<file path="config.mk">
export PLATFORM = sky130hd
export DESIGN_NAME = tape_reader
export DESIGN_NICKNAME = d
export VERILOG_FILES = /design/src/rtl/io_pkg.sv /design/src/rtl/reader_fifo.sv /design/src/rtl/tape_reader.sv
export SDC_FILE = /design/constraint.sdc
export NUM_CORES = 1
export LEC_CHECK = 0
export CAP_MARGIN = 25
export CORE_ASPECT_RATIO = 0.6
export CORE_MARGIN = 2
export CORE_UTILIZATION = 35
export CTS_BUF_LIST = sky130_fd_sc_hd__clkbuf_8
export DETAILED_ROUTE_END_ITERATION = 10
export MAX_ROUTING_LAYER = met4
export SETUP_SLACK_MARGIN = 0.15
export SYNTH_ARGS = -nofsm -noshare
export SYNTH_HDL_FRONTEND = slang
export SYNTH_SLANG_ARGS = --single-unit
export TNS_END_PERCENT = 20
</file>
<file path="constraint.sdc">
create_clock -name clk -period 3.63 [get_ports clk]
set_clock_uncertainty 0.05 [all_clocks]
set_input_delay 0.726 -clock clk [delete_from_list [all_inputs] [get_ports clk]]
set_output_delay 0.726 -clock clk [all_outputs]
set_load 0.01 [all_outputs]
</file>
<file path="src/rtl/io_pkg.sv">
`default_nettype none
// ============================================================================
//  Module      : io_pkg
//  Description : Shared definitions for the paper-tape reader path: 5-bit
//                character codes used by the host/I-O interface and the
//                reader handshake state encoding.
//  Revision    : 1.0 - initial release
// ============================================================================
package io_pkg;

    // 5-bit character codes
    localparam logic [4:0] c_code_blank       = 5'b00000;
    localparam logic [4:0] c_code_write       = 5'b00110;
    localparam logic [4:0] c_code_end         = 5'b00111;
    localparam logic [4:0] c_code_select      = 5'b00001;
    localparam logic [4:0] c_code_number_mask = 5'b10000;

    // Reader handshake state encoding
    localparam int         c_state_w    = 2;
    localparam logic [1:0] c_st_idle    = 2'd0;
    localparam logic [1:0] c_st_present = 2'd1;
    localparam logic [1:0] c_st_gap     = 2'd2;

    function automatic logic is_blank(input logic [4:0] code);
        return (code == c_code_blank);
    endfunction

endpackage
`default_nettype wire

</file>
<file path="src/rtl/reader_fifo.sv">
`default_nettype none
// ============================================================================
//  Module      : reader_fifo
//  Description : Character FIFO for the tape reader. Power-of-two depth,
//                pointers wrap naturally, synchronous clear dominates
//                push/pop. Push at full and pop at empty are ignored.
//  Ports       : clk, resetn       - clock, async active-low reset
//                i_push/i_wr_data  - write strobe and 5-bit character
//                i_pop             - drop head entry
//                i_clear           - flush (empty, pointers to 0)
//                o_rd_data         - head entry (valid when !o_empty)
//                o_full/o_empty    - occupancy flags
//                o_count           - occupancy 0..DEPTH
//  Revision    : 1.0 - initial release
// ============================================================================
module reader_fifo #(
    parameter int DEPTH = 8
) (
    input  logic                     clk,
    input  logic                     resetn,
    input  logic                     i_push,
    input  logic [4:0]               i_wr_data,
    input  logic                     i_pop,
    input  logic                     i_clear,
    output logic [4:0]               o_rd_data,
    output logic                     o_full,
    output logic                     o_empty,
    output logic [$clog2(DEPTH):0]   o_count
);

    localparam int                    c_addr_w  = $clog2(DEPTH);
    localparam logic [c_addr_w-1:0]   c_ptr_one = c_addr_w'(1);
    localparam logic [c_addr_w:0]     c_cnt_one = (c_addr_w + 1)'(1);
    localparam logic [c_addr_w:0]     c_cnt_max = (c_addr_w + 1)'(DEPTH);

    logic [4:0]          r_mem [DEPTH];
    logic [c_addr_w-1:0] r_wr_ptr;
    logic [c_addr_w-1:0] r_rd_ptr;
    logic [c_addr_w:0]   r_count;

    logic w_do_push;
    logic w_do_pop;

    assign o_full    = (r_count == c_cnt_max);
    assign o_empty   = (r_count == '0);
    assign o_count   = r_count;
    assign o_rd_data = r_mem[r_rd_ptr];

    assign w_do_push = i_push & ~o_full;
    assign w_do_pop  = i_pop  & ~o_empty;

    always_ff @(posedge clk or negedge resetn) begin
        if (!resetn) begin
            r_wr_ptr <= '0;
            r_rd_ptr <= '0;
            r_count  <= '0;
        end else if (i_clear) begin
            r_wr_ptr <= '0;
            r_rd_ptr <= '0;
            r_count  <= '0;
        end else begin
            if (w_do_push) r_wr_ptr <= r_wr_ptr + c_ptr_one;
            if (w_do_pop)  r_rd_ptr <= r_rd_ptr + c_ptr_one;
            case ({w_do_push, w_do_pop})
                2'b10:   r_count <= r_count + c_cnt_one;
                2'b01:   r_count <= r_count - c_cnt_one;
                default: r_count <= r_count;
            endcase
        end
    end

    // Storage needs no reset: contents are only visible through o_rd_data
    // once the count says an entry has been written.
    always_ff @(posedge clk) begin
        if (w_do_push && !i_clear) begin
            r_mem[r_wr_ptr] <= i_wr_data;
        end
    end

endmodule
`default_nettype wire

</file>
<file path="src/rtl/tape_reader.sv">
`default_nettype none
// ============================================================================
//  Module      : tape_reader
//  Description : Buffers 5-bit characters from the host and offers them one
//                at a time to the I/O unit with a val/rdy handshake, keeping
//                a minimum idle gap between characters.
//  Ports       : clk, resetn                    - clock, async active-low reset
//                host_val/data_from_host        - host character in
//                host_rdy_to_host               - FIFO can take a character
//                input_rdy_from_io              - I/O unit ready
//                input_val/data_to_io           - character to I/O unit
//                skip_blank_from_pnl            - discard blank code on entry
//                clear_from_pnl                 - flush reader
//                reader_busy_to_pnl             - work pending
//                fill_level_to_pnl              - FIFO occupancy
//  Revision    : 1.0 - initial release
// ============================================================================
module tape_reader
    import io_pkg::*;
#(
    parameter int DEPTH    = 8,
    parameter int CHAR_GAP = 16
) (
    input  logic       clk,
    input  logic       resetn,
    input  logic       host_val_from_host,
    input  logic [4:0] host_data_from_host,
    output logic       host_rdy_to_host,
    input  logic       input_rdy_from_io,
    output logic       input_val_to_io,
    output logic [4:0] input_data_to_io,
    input  logic       skip_blank_from_pnl,
    input  logic       clear_from_pnl,
    output logic       reader_busy_to_pnl,
    output logic [4:0] fill_level_to_pnl
);

    localparam logic [7:0] c_gap_load = 8'(CHAR_GAP - 1);

    logic [c_state_w-1:0]  r_state;
    logic [c_state_w-1:0]  w_state_next;
    logic [7:0]            r_gap_cnt;
    logic [4:0]            r_data;

    logic                  w_host_rdy;
    logic                  w_push;
    logic                  w_pop;
    logic                  w_load_data;
    logic                  w_val;
    logic [4:0]            w_head;
    logic                  w_full;
    logic                  w_empty;
    logic [$clog2(DEPTH):0] w_count;

    // A blank with skip enabled completes the host handshake but is not
    // written into the FIFO.
    assign w_host_rdy = ~w_full & ~clear_from_pnl;
    assign w_push     = host_val_from_host & w_host_rdy &
                        ~(skip_blank_from_pnl & is_blank(host_data_from_host));

    reader_fifo #(
        .DEPTH (DEPTH)
    ) u_fifo (
        .clk       (clk),
        .resetn    (resetn),
        .i_push    (w_push),
        .i_wr_data (host_data_from_host),
        .i_pop     (w_pop),
        .i_clear   (clear_from_pnl),
        .o_rd_data (w_head),
        .o_full    (w_full),
        .o_empty   (w_empty),
        .o_count   (w_count)
    );

    // State register
    always_ff @(posedge clk or negedge resetn) begin
        if (!resetn) begin
            r_state <= c_st_idle;
        end else if (clear_from_pnl) begin
            r_state <= c_st_idle;
        end else begin
            r_state <= w_state_next;
        end
    end

    // Next-state logic
    always_comb begin
        w_state_next = r_state;
        case (r_state)
            c_st_idle: begin
                if (!w_empty && input_rdy_from_io) w_state_next = c_st_present;
            end
            c_st_present: begin
                if (!input_rdy_from_io) w_state_next = c_st_gap;
            end
            c_st_gap: begin
                if (r_gap_cnt == 8'd0) w_state_next = c_st_idle;
            end
            default: w_state_next = c_st_idle;
        endcase
    end

    // Output / control decode
    always_comb begin
        w_val       = 1'b0;
        w_pop       = 1'b0;
        w_load_data = 1'b0;
        case (r_state)
            c_st_idle: begin
                w_load_data = ~w_empty & input_rdy_from_io & ~clear_from_pnl;
            end
            c_st_present: begin
                w_val = 1'b1;
                // The character leaves the FIFO when the I/O unit signals it
                // has taken it by dropping rdy.
                w_pop = ~input_rdy_from_io & ~clear_from_pnl;
            end
            default: begin
                w_val = 1'b0;
            end
        endcase
    end

    // Gap counter: loaded on the pop, counts down while in the gap state
    always_ff @(posedge clk or negedge resetn) begin
        if (!resetn) begin
            r_gap_cnt <= 8'd0;
        end else if (clear_from_pnl) begin
            r_gap_cnt <= 8'd0;
        end else if (w_pop) begin
            r_gap_cnt <= c_gap_load;
        end else if (r_state == c_st_gap && r_gap_cnt != 8'd0) begin
            r_gap_cnt <= r_gap_cnt - 8'd1;
        end
    end

    // Output data register holds its last value outside the present state
    always_ff @(posedge clk or negedge resetn) begin
        if (!resetn) begin
            r_data <= 5'b00000;
        end else if (w_load_data) begin
            r_data <= w_head;
        end
    end

    assign host_rdy_to_host   = w_host_rdy;
    assign input_val_to_io    = w_val;
    assign input_data_to_io   = r_data;
    assign reader_busy_to_pnl = ~w_empty | (r_state != c_st_idle);
    assign fill_level_to_pnl  = 5'(w_count);

endmodule
`default_nettype wire
</file>
=== Yosys cells after proc, flatten, opt, wreduce, memory -nomap -nowiden ===
Memory sizes are Yosys's and may differ from the RTL's. A register that Yosys moved wholly into a read port is not among the register bits.
Cells that the tools add are included.

* Add/subtract/negate cells: 5
* Eq/ne operators: 8
* Multiplexer cells: 19
* Bitwise logic cells: 15
* Reductions and logical operators: 17

{| class="wikitable"
|+ Operators by type and width
! cell !! count
|-
| 8-bit 2-to-1 mux || 3
|-
| 3-bit 2-to-1 mux || 4
|-
| 1-bit AND || 9
|-
| 3-bit != test, second input constant || 3
|-
| 8-bit zero test || 1
|-
| 2-bit 2-to-1 mux || 4
|-
| 4-bit one-hot mux with 2 select lines || 1
|-
| 8-bit nonzero test || 1
|-
| 8-bit by 1-bit subtractor with 8-bit output, second input constant || 1
|-
| 3-bit by 1-bit adder with 3-bit output, second input constant || 2
|-
| 2-bit one-hot mux with 3 select lines || 1
|-
| 2-bit nonzero test || 3
|-
| 3-bit nonzero test || 2
|-
| 5-bit zero test || 1
|-
| 1-bit 2-to-1 mux || 5
|-
| 1-bit NOT || 5
|-
| 4-bit by 1-bit adder with 4-bit output, second input constant || 1
|-
| 2-bit by 1-bit equality test with 1-bit output, second input constant || 2
|-
| 2-bit equality test, second input constant || 2
|-
| 4-bit equality test, second input constant || 1
|-
| 4-bit zero test || 1
|-
| 4-bit 2-to-1 mux || 1
|-
| 4-bit by 1-bit subtractor with 4-bit output, second input constant || 1
|-
| 1-bit logical AND || 3
|-
| 4 further kinds || 6
|}

* Flip-flop bits (word level): 20
* Bits in writable memories: 40
* Output and inout bits: 13
* Word-level logic and storage cells: 70
* Memories kept: 1

{| class="wikitable"
|+ Memory list
! name !! depth !! width !! rd ports !! clocked after Yosys merged registers in !! write ports !! RTL line !! RTL
|-
| u_fifo.r_mem || 8 || 5 || 1 || 1 || 1 || reader_fifo.sv:36 || <nowiki>logic [4:0] r_mem [DEPTH];</nowiki>
|}

=== Logic depth before layout (Yosys ltp) ===
* Depth in word-level cells: 9
* Depth in mapped cells: 13
* Depth with buffers taken out: 11

=== Hierarchy ===
A second synthesis with hierarchy kept.

* Cell total of the unflattened synthesis: 216
* Area total of the unflattened synthesis: 3055.4 um^2

{| class="wikitable"
|+ Modules (own cells, without submodules)
! module !! instances !! cells each !! area an instance (um^2)
|-
| reader_fifo || 1 || 135 || 2218.4
|-
| tape_reader || 1 || 81 || 837.1
|}

=== Least setup slack after synthesis ===
Ideal clock, no wire load.

* Path kind: input -> register
* Start: input host_data_from_host[1]
* End: register u_fifo.r_count[2] (netlist: u_fifo.o_count[2])
* Setup time: 0.082 ns
* Data arrival time: 2.581 ns
* Required time: 3.498 ns
* Setup slack: 0.917 ns
* Cell stages on the path: 12
* Cell sequence: nor4_1 nand3b_1 and2_1 buf_6 nor2_1 xor2_1 ha_1 inv_1 nand2_1 a2111oi_0 a21oi_1 a31oi_1

* Cells in the longest elaborated chain, start to end: 8

{| class="wikitable"
|+ Ends and longest elaborated chain
! what !! RTL line !! RTL
|-
| start, declared || tape_reader.sv:27 || <nowiki>input logic [4:0] host_data_from_host,</nowiki>
|-
| 5-bit zero test (*) || io_pkg.sv:25 || <nowiki>return (code == c_code_blank);</nowiki>
|-
| 1-bit AND (*) || tape_reader.sv:59 || <nowiki>~(skip_blank_from_pnl & is_blank(host_data_from_host));</nowiki>
|-
| 1-bit NOT (*) || tape_reader.sv:59 ||
|-
| 1-bit AND (*) || tape_reader.sv:58 || <nowiki>assign w_push = host_val_from_host & w_host_rdy &</nowiki>
|-
| 1-bit AND (*) || reader_fifo.sv:49 || <nowiki>assign w_do_push = i_push & ~o_full;</nowiki>
|-
| 2-bit by 1-bit equality test with 1-bit output / 2-bit equality test (equally long branches) || reader_fifo.sv:64 || <nowiki>case ({w_do_push, w_do_pop})</nowiki>
|-
| 4-bit one-hot mux with 2 select lines || reader_fifo.sv:64 ||
|-
| 4-bit 2-to-1 mux || reader_fifo.sv:57 || <nowiki>end else if (i_clear) begin</nowiki>
|-
| end signal, assigned || reader_fifo.sv:65 || <nowiki>2'b10: r_count <= r_count + c_cnt_one;</nowiki>
|-
| end signal, assigned || reader_fifo.sv:66 || <nowiki>2'b01: r_count <= r_count - c_cnt_one;</nowiki>
|-
| end signal, assigned || reader_fifo.sv:67 || <nowiki>default: r_count <= r_count;</nowiki>
|-
| end, declared || reader_fifo.sv:39 || <nowiki>logic [c_addr_w:0] r_count;</nowiki>
|}

Mark *: on every way between the ends. The rest lies on a longest branch, timed or not.
A chain may end at the register's enable or synchronous reset.

=== Worst setup path after layout ===
Ends and elaborated chain as after synthesis.

==> metrics.csv <==
stage;metric;value;unit
place;Buffers on Ports;22;
worst_hold_path;HP Class;reg2reg;
yosys;Async SR Flop Fraction;38.5;%
route;drt pass-1 iters;4;
yosys;post-synthesis simple-gate area fraction;13.6;%
route;# DRC;0;
power;Leakage Power;1.32;nW
clocking;clock buffer depth;2;
yosys;Cell variety after synth;46;
route;DR vias;1938;
route;DRT iter0 DRCs;169;
power;peak supply drop;0.205;mV
timing;final period utilization;85.5;%
route;Avg WL per Cell;16.4;um
yosys;share of the synthesized area in the top cell type;39.5;%
yosys;main combinational cell family by area after synthesis;simple AND/OR/NAND/NOR gates;
global_route;Global Route Usage Sum;14.6;%
clocking;clock tree sinks;65;
layout;# diodes;0;
worst_setup_path;critical path type;in2reg;
global_route;global-route wire length before repair;10300;um
worst_setup_path;CP required;3.83;ns
clocking;root buffer cell;clkbuf_8;
worst_setup_path;endpoint class of the critical path;register;
clocking;# Post-CTS Setup Buffers;0;
yosys;YS warnings;0;
floorplanning;Die Span Y;76.2;um
worst_setup_path;Crit path arrival time;3.30;ns
timing;WHS;0.437;ns
layout;commonest non-fill, non-tap cells in the layout;edfxtp_1, dfrtp_1, clkdlybuf4s50_1;
layout;register area;1830;sq um
power;Pwr Total;1.87;mW
layout;Multi-input gate area;1130;sq um
yosys;Mapped Nets;243;
run;Max Cap Viol;0;
power;clock network fraction of total power;34.8;%
yosys;flops & latches, synth;65;
power;Psw;457;uW
power;internal power;1.41;mW
layout;layout cells sized above 1;17.8;%
worst_setup_path;Startpoint Class;primary input;
floorplanning;IO Count;24;
power;Switching Share;24.5;%
power;combinational share of power;17.4;%
timing;Slew Limit Fails;0;
place;placed cell count;365;
worst_setup_path;R2R Setup Slk;1.03;ns
clocking;post-cts sizing count;0;
yosys;Synth Area in Adders;2.47;%
power;Seq pwr share;47.7;%
timing;Max Fclk;322;MHz
timing;minimum clock period;3.10;ns
yosys;Cell Area, Synth;3040;sq um
floorplanning;core area;8460;sq um
layout;Final #Nets;281;
yosys;Synth area leaders;edfxtp_1, dfrtp_1, mux4_2;
run_status;outcome;finished, final reports clean;
global_route;GRT overflow;0;
timing;setup TNS;0;ns
global_route;number of global-route vias before repair;1862;
yosys;Post-synth EDFFs;40;
route;vias per cell;5.09;
clocking;CTS tree;done;
timing;Slew headroom;32.0;%
yosys;Gate Count Post-Synth;226;
timing;final-report setup violation count;0;
floorplanning;die area;9470;sq um
place;DP HPWL;4410;um
floorplanning;Initial Util;35.9;%
yosys;cell accounting for the most synthesized area;edfxtp_1;
layout;Filler cells;762;
floorplanning;Die W;124;um
layout;Finished Layout Cells;381;
yosys;post-synthesis mux area share;10.9;%
route;Routed Antenna Nets;0;
clocking;clk_lat worst skew;0.33;ns
layout;Area Growth Syn to Fin;20.9;%
route;DRT Wirelength;6230;um
yosys;Compound-Gate Fraction of Synth Area;7.53;%
global_route;antenna violations before repair;0;
layout;Util after Layout;43.5;%
clocking;Clk pin slew, worst setup/hold paths;0.07;ns
layout;commonest non-fill, non-tap cell in the layout;edfxtp_1;
yosys;Top FF cell, synth;edfxtp_1;
floorplanning;row count;26;
yosys;Seq/Total Area, Yosys;60.1;%
yosys;mean post-synth cell area;13.5;sq um
clocking;CTS Buf Count;9;
timing;final hold vios;0;
yosys;Post-Synth XOR/XNOR Area;2.59;%
worst_setup_path;Max FO, Critical Path;9;
clocking;count of hold buffers inserted by post-cts repair;0;
clocking;H-tree Lvls;3;
global_route;largest net degree at the start of global routing;26;
timing;Worst-Margin Slew;1.01;ns
timing;setup repair after global routing missed its margin;false;
power;PwrDens;508;nW/um^2
place;GP Congestion;0.744;
[synth_stat cells, types with 5 or more instances]
cell type and n:
a21oi_1 11, nor2_1 17, inv_1 5, mux4_2 10, edfxtp_1 40, o21ai_1 7
mux2i_1 6, ha_1 6, dfrtp_1 25, nand2_1 20, clkbuf_1 5, xnor2_1 5
[path summary, 6_finish.rpt]
check                      cells after the start              startpoint                  end
min reg2reg                                    2     input_data_to_io[4]  input_data_to_io[4]
min                                            2     input_data_to_io[4]  input_data_to_io[4]
min in group asynchronous                      2                  resetn    u_fifo.o_count[0]
max reg2reg                                   10       u_fifo.o_count[0]    u_fifo.o_count[2]
max in group asynchronous                      2                  resetn         r_gap_cnt[5]
max                                           12  host_data_from_host[1]    u_fifo.o_count[2]
[per-layer routing]
layer	track usage, %	part of all wire, %	wire length [um]	up-vias
met3	3.44	5.6	347	4
met2	19.1	41	2570	57
met4	4.04	0.66	41	0
met5	-	0	0	-
met1	22.3	53	3270	951
li1	-	-	-	926
[logic make-up after synthesis]
family / count (synthesis)
AND/OR/NAND/NOR: 71
XOR/XNOR: 9
multiplexers: 20
buffers and inverters: 17
AO/OA/AOI/OAI: 37
flip-flops: 65
other: 1
adder cells (fa/ha/maj): 6
[area by class of cell]
| cell class | count | area share, % |
|---|---|---|
| Timing Repair Buffer | 39 | 9.46 |
| Multi-Input combinational cell | 144 | 30.8 |
| Sequential cell | 65 | 49.7 |
| Inverter | 5 | 0.510 |
| Tap cell | 112 | 3.81 |
| Clock buffer | 10 | 3.74 |
| Clock inverter | 6 | 2.04 |
[critical path, cell delays in order]
cell and delay, ns:
clkdlybuf4s50_1 0.55, nor4_1 0.36, nand3b_1 0.14, and2_1 0.21, nor2_1 0.19, xor2_1 0.10
ha_1 0.22, inv_1 0.08, nand2_1 0.06, a2111oi_0 0.39, a21oi_1 0.08, a31oi_1 0.18
[power by group through the flow]
stage / Combinational [mW] / Clock, mW / Sequential (mW)
after detailed placement: 0.328 / 0 / 0.908
final: 0.326 / 0.651 / 0.892
after global placement: 0.328 / 0 / 0.905
after global routing: 0.359 / 0.699 / 0.903
after floorplan: 0.164 / 0 / 0.910
after CTS: 0.330 / 0.664 / 0.893
[sequential cells by signal (all words and copies together), names as in the netlist]
register,count
u_fifo.r_mem,40
r_gap_cnt,8
input_data_to_io,5
u_fifo.o_count,4
u_fifo.r_rd_ptr,3
u_fifo.r_wr_ptr,3
r_state,2
[stage by stage]
stage          setup slack, ns  area, sq um
2_1_floorplan            0.917         3040
4_1_cts                  0.524         3680
3_3_place_gp             0.374         3460
3_5_place_dp             0.138         3460
5_1_grt                  0.189         3680
6_report                 0.527         3680
No activity file was read; power rests on OpenSTA's default activity.
